[src/rtl/dsp_result_streamer.sv]
// Captures the DSP product buses once the design has settled after reset and streams them
// as one framed byte stream: HEADER, NUM_CH*8 data bytes (ch0 first, LSB first), XOR checksum.
module dsp_result_streamer #(
  parameter int          NUM_CH        = 5,
  parameter int          WORD_BYTES    = 8,
  parameter int          SETTLE_CYCLES = 16,
  parameter logic [7:0]  HEADER        = 8'hA5
) (
  input  logic                   clk,
  input  logic                   reset,
  input  logic [NUM_CH*64-1:0]   products,
  input  logic                   start,
  output logic [7:0]             out_data,
  output logic                   out_valid,
  input  logic                   out_ready,
  output logic                   busy,
  output logic                   done
);
  localparam int W  = NUM_CH*64;
  localparam int NB = NUM_CH*WORD_BYTES;
  localparam int IW = $clog2(NB+2);
  localparam int CW = (SETTLE_CYCLES > 0) ? $clog2(SETTLE_CYCLES+1) : 1;
  localparam logic [IW-1:0] LAST_DATA = IW'(NB);
  localparam logic [IW-1:0] CHK_IDX   = IW'(NB+1);

  typedef enum logic [1:0] {ST_SETTLE, ST_SEND, ST_DONE} state_t;

  state_t        state;
  logic [CW-1:0] cnt;
  logic [W-1:0]  snap;
  logic [IW-1:0] idx;
  logic [7:0]    chk, chk_n;

  // idx is the position of the byte currently presented; index 0 is the header,
  // which stays out of the checksum.
  always_comb begin
    chk_n = chk;
    if (idx != '0) chk_n = chk ^ out_data;
  end

  // The snapshot is consumed as a shift register: its low byte is always the next data byte.
  always_ff @(posedge clk or posedge reset) begin
    if (reset) begin
      state     <= ST_SETTLE;
      cnt       <= '0;
      snap      <= '0;
      idx       <= '0;
      chk       <= '0;
      out_data  <= '0;
      out_valid <= 1'b0;
      busy      <= 1'b0;
      done      <= 1'b0;
    end else begin
      case (state)
        ST_SETTLE: begin
          busy <= 1'b1;
          if (cnt == CW'(SETTLE_CYCLES)) begin
            snap      <= products;
            out_data  <= HEADER;
            out_valid <= 1'b1;
            idx       <= '0;
            chk       <= '0;
            state     <= ST_SEND;
          end else begin
            cnt <= cnt + 1'b1;
          end
        end
        ST_SEND: begin
          if (out_ready) begin
            if (idx == CHK_IDX) begin
              out_valid <= 1'b0;
              busy      <= 1'b0;
              done      <= 1'b1;
              state     <= ST_DONE;
            end else begin
              idx <= idx + 1'b1;
              chk <= chk_n;
              if (idx == LAST_DATA) begin
                out_data <= chk_n;
              end else begin
                out_data <= snap[7:0];
                snap     <= snap >> 8;
              end
            end
          end
        end
        ST_DONE: begin
          if (start) begin
            done  <= 1'b0;
            busy  <= 1'b1;
            cnt   <= '0;
            state <= ST_SETTLE;
          end
        end
        default: state <= ST_SETTLE;
      endcase
    end
  end
endmodule

[config.mk]
export PLATFORM = sky130hd
export DESIGN_NAME = dsp_result_streamer
export DESIGN_NICKNAME = d
export VERILOG_FILES = /design/src/rtl/dsp_result_streamer.sv
export SDC_FILE = /design/constraint.sdc
export NUM_CORES = 1
export LEC_CHECK = 0
export ABC_AREA = 1
export BUFFER_PORTS_ARGS = -buffer_cell sky130_fd_sc_hd__buf_2
export CAP_MARGIN = 20
export CORE_ASPECT_RATIO = 1.4
export CORE_MARGIN = 4
export CORE_UTILIZATION = 57
export CTS_CLUSTER_DIAMETER = 100
export CTS_CLUSTER_SIZE = 14
export DETAILED_ROUTE_END_ITERATION = 8
export PLACE_DENSITY = 0.81
export SLEW_MARGIN = 20
export SYNTH_ARGS = -nofsm -noshare
export SYNTH_HDL_FRONTEND = slang
export SYNTH_SLANG_ARGS = --single-unit
[constraint.sdc]
create_clock -name clk -period 12.35 [get_ports clk]
set_input_delay 1.235 -clock clk [delete_from_list [all_inputs] [get_ports clk]]
set_output_delay 1.235 -clock clk [all_outputs]
set_load 0.01 [all_outputs]
---- After elaboration in Yosys (flattened, before gate mapping) ----
Cells that the tools add are included.
W data, S select, Z words.
operators by class
  add/sub/neg operators ................... 2
  equality and inequality tests ........... 12
  muxes and demuxes ....................... 37
  bitwise gates (word level) .............. 1
  reductions and logical operators ........ 13
operators with widths
  operator               count
  $mux W320              4
  $pmux W320 S2          1
  $mux W8                8
  $pmux W8 S2            2
  $reduce_and A4 Y1      5
  $mux W6                3
  $ne A2 B2 Y1 const B   7
  $eq A6 B6 Y1 const B   2
  $pmux W6 S2            1
  $mux W5                2
  $pmux W5 S2            1
  $mux W2                4
  $xor A8 B8 Y8          1
  $mux W1                7
  $add A6 B1 Y6 const B  1
  $pmux W2 S3            1
  $reduce_bool A2 Y1     3
  $reduce_bool A6 Y1     1
  $add A5 B1 Y5 const B  1
  $eq A5 B5 Y1 const B   1
  $reduce_and A5 Y1      1
  $pmux W1 S2            2
  $pmux W1 S3            1
  $reduce_and A3 Y1      1
  4 further kinds        4
storage, ports and cells
  flip-flop bits (word level) ............. 352
  logic and storage cells ................. 74

---- Depth between registers and ports, before layout ----
  depth after elaboration ................. 6
  depth in mapped cells ................... 12
  mapped depth without buffers ............ 10

---- Worst setup path after synthesis ----
OpenSTA, ideal clock, no wires.
  path type ............................... input-to-reg
  start point ............................. input port out_ready
  end point ............................... register snap[191]
  setup time .............................. 0.065 ns
  arrival time ............................ 2.132 ns
  required time ........................... 12.285 ns
  slack ................................... 10.153 ns
  stages on the path ...................... 8
  path buffers ............................ 2
  cell sequence ........................... or2_4 > nand2_4 > nor2_8 > nand2_4 > buf_4 > buf_2 > nand2_1 > nand2_1
on the way
  cells in the longest elaborated chain, start to end .. 2
ends and longest elaborated chain
  item                         line  RTL
  from (decl)                  15    input logic out_ready,
  $ne A2 B2 Y1 (no line)       n/a
  $reduce_and A5 Y1 (no line)  n/a
  to (signal assigned)         58    snap <= products;
  to (signal assigned)         82    snap <= snap >> 8;
  to (decl)                    30    logic [W-1:0] snap;
No other way between the ends.
A chain may end at the register's enable or synchronous reset.

---- Final worst setup path ----
  start point ............................. register state[1]
  end point ............................... register snap[181]
on the way
  cells in the longest elaborated chain, start to end .. 3
ends and longest elaborated chain
  item                                                          line  RTL
  from (decl)                                                   28    state_t state;
  from (signal assigned)                                        44    state <= ST_SETTLE;
  from (signal assigned)                                        63    state <= ST_SEND;
  from (signal assigned)                                        74    state <= ST_DONE;
  $eq A2 B1 Y1 or $logic_not A2 Y1 (tied branches)              54    case (state)
  $ne A2 B2 Y1 (no line) or $reduce_bool A2 Y1 (tied branches)  n/a
  $reduce_and A5 Y1 (no line)                                   n/a
Parallel ways exist; a longest one is shown, timed or not.

==> key figures <==
Timing
  • Max transition margin: 0.2618
  • Fmax: 194.2 MHz
  • Final Hold Viols: 0
  • Max-slew violations: 0
  • RSZ-0062 raised after global routing: no
  • Final setup fails: 0
  • Post-route clock period utilization: 0.4169
  • Setup TNS: 0 ps
  • Setup Skew: 14.99 ps
  • Worst Max-Slew Pin Slew: 1107 ps
  • Minimum clock period: 5148 ps
  • Hold slack: 470.0 ps

Synth
  • Post-synth EDFFs: 0
  • Async S/R FF share, synth: 1.000
  • Post-synth top flop: dfrtp_1
  • Seq/Total Area, Yosys: 0.4822
  • Synth Register Bits: 352
  • Cell area after synthesis: 0.01827 mm2
  • Yosys top cell by area: dfrtp_1
  • Top cell type's share of synthesized area: 0.4822
  • Cell count after synthesis: 2647
  • Yosys warning total: 0
  • Synth unique cells: 25
  • Synth top area cells: dfrtp_1 48%, nand2_1 34%, nand3_1 9.4%
  • Count leader, synth: nand2_1
  • Syn avg cell area: 6.901 um2
  • Post-Synthesis Net Count: 2976
  • Commonest cells post-synth: 1666 x nand2_1, 352 x dfrtp_1, 343 x nand3_1, 127 x buf_2, 35 x clkbuf_1

Pwr
  • LEAKAGE: 12.24 nW
  • Pwr/cell area: 231.8 mW/mm2
  • Total power: 4.751 mW
  • Worst ir drop on vdd: 0.0001303 V

GRT
  • Largest net degree at the start of global routing: 179
  • Total gr overflow: 0
  • GRT Util Overall: 0.2692
  • Vias in the first global route: 16.65k
  • First-pass GRT wire length: 79820 um
  • Initial antenna violation count: 1

Layout
  • Fin nets: 3177
  • Area Overhead vs Synth: 12.18%
  • Share of layout cells above drive strength 1: 0.1384
  • Antenna Cells: 0
  • Fillers: 2833
  • Design area: 0.02049 mm2

CTS
  • CTS clk-pin slew, worst paths: 70 ps
  • Post-CTS setup buffers: 0
  • CTS Buf Count: 29
  • Clk_lat worst skew: 550 ps
  • Max clock buf depth: 3
  • H-tree depth: 1
  • Clock root cell: clkbuf_16
  • Clock sinks: 352
  • Number of buffers inserted by hold repair at cts: 0
  • CTS resizes: 0
  • CTS tree: yes

Placement
  • Post-DP HPWL: 31220 um
  • Placer congestion estimate: 0.8746
  • Number of I/O port buffers: 334
  • Post-DP Area: 0.01972 mm2

Flow run
  • Max-Cap Viols: 0

Floorplanning
  • FP Rows: 77
  • Die Y: 219.8 um
  • Die ar.: 0.03502 mm2
  • Core Area: 0.03160 mm2
  • I/O pin count: 335
  • Starting Density: 0.5781
  • Die width: 159.3 um

Drt
  • Vias per std cell: 5.457
  • Total Wirelength: 48750 um
  • Antenna viol nets, final: 0
  • Vias: 17.69k
  • Detailed router's first-iteration violation count: 1879
  • Remaining DRCs: 0
  • DR pass1 iterations: 6
  • WL/cell: 15.04 um

Setup path
  • Critical Path Fanout Max: 131
  • Family with the most delay on the worst path: simple AND/OR/NAND/NOR gates
  • Max stage delay on crit path: 960 ps
  • CP most frequent cell: nand2_8
  • Setup Crit Path Kind: flop to flop
  • Data required, critical path: 12840 ps
  • CP arrival: 5630 ps
  • Crit path launch type: flop
  • CP max-delay cell: buf_4
  • CP Cell Sequence: inv_2, nand2_8, inv_8, nand2_4, nand2_8, nand2_8, buf_4, buf_4, nand2_1, nand2_1
  • WP buf/inv: 4
  • Nature of the critical path endpoint: flop

Outcome
  • Status: completed

Min path
  • Type of the tightest min-delay check: flop to flop
final timing paths:
path	start	end	slack, ps	depth (start not counted)
setup / recovery	state[1]	snap[181]	7200	10
hold / removal	snap[115]	snap[115]	470	2
setup reg to reg	state[1]	snap[181]	7200	10
hold reg to reg	snap[115]	snap[115]	470	2
max in group asynchronous	reset	snap[276]	9870	4
min in group asynchronous	reset	snap[148]	810	2
logic make-up after synthesis:
group,count (synthesis),share of synthesized area
buf+inv,213,0.05459
flops,352,0.4822
fa+ha+maj,5,0.003425
simple gates,2049,0.4499
xor+xnor,11,0.005274
compound gates,17,0.004657
layer usage:
layer / track usage / routed length [um]
met1: 0.3719 / 20270
met2: 0.4441 / 23500
met3: 0.03012 / 3190
met4: 0.1004 / 1778
met5: 0 / 13
stage by stage:
stage	cells	utilization	worst slack, ps
2_1_floorplan	2647	-	1351
3_3_place_gp	3211	0.6242	7367
3_5_place_dp	3211	0.6242	7239
4_1_cts	3241	0.6476	7240
5_1_grt	3242	0.6485	6768
6_report	3242	0.6485	7202
state kept, by name (all words and copies together) (netlist names):
name       cells
idx            6
state          2
cnt            5
busy           1
out_valid      1
snap         320
out_data       8
chk            8
done           1
layout by cell type, fill, tap and decap left out, types with 6 or more instances in the layout:
cell type  Yosys  routed
nand2_1     1666    1666
dfrtp_1      352     352
nand3_1      343     343
buf_2        127     334
inv_1         31      30
clkbuf_16      0      29
nor2_1        18      18
o21ai_0       15      15
buf_4         10      12
nand4_1        9       9
xor2_1         6       6
power by group:
group / switching, mW / internal (mW)
logic: 1.40 / 0.669
registers: 0.256 / 1.61
clock network: 0.402 / 0.414
total: 2.06 / 2.69
cell type report:
class | count | area [um2] | share of cell area
clock buffers | 29 | 725.7 | 0.03541
repair buffers | 348 | 1809 | 0.08828
well taps | 395 | 494.2 | 0.02412
clock inverters | 1 | 16.27 | 0.0007937
multi-input cells | 2082 | 8493 | 0.4144
flip-flops and latches | 352 | 8808 | 0.4298
inverters | 35 | 146.4 | 0.007143
worst register-to-register path: cells and delay by family, from the launching register on:
kind,cells,cell delay [ps]
simple gates,6,2360
flops,1,420
buf+inv,4,2320
Note: power is estimated with default switching activity, not from simulation.
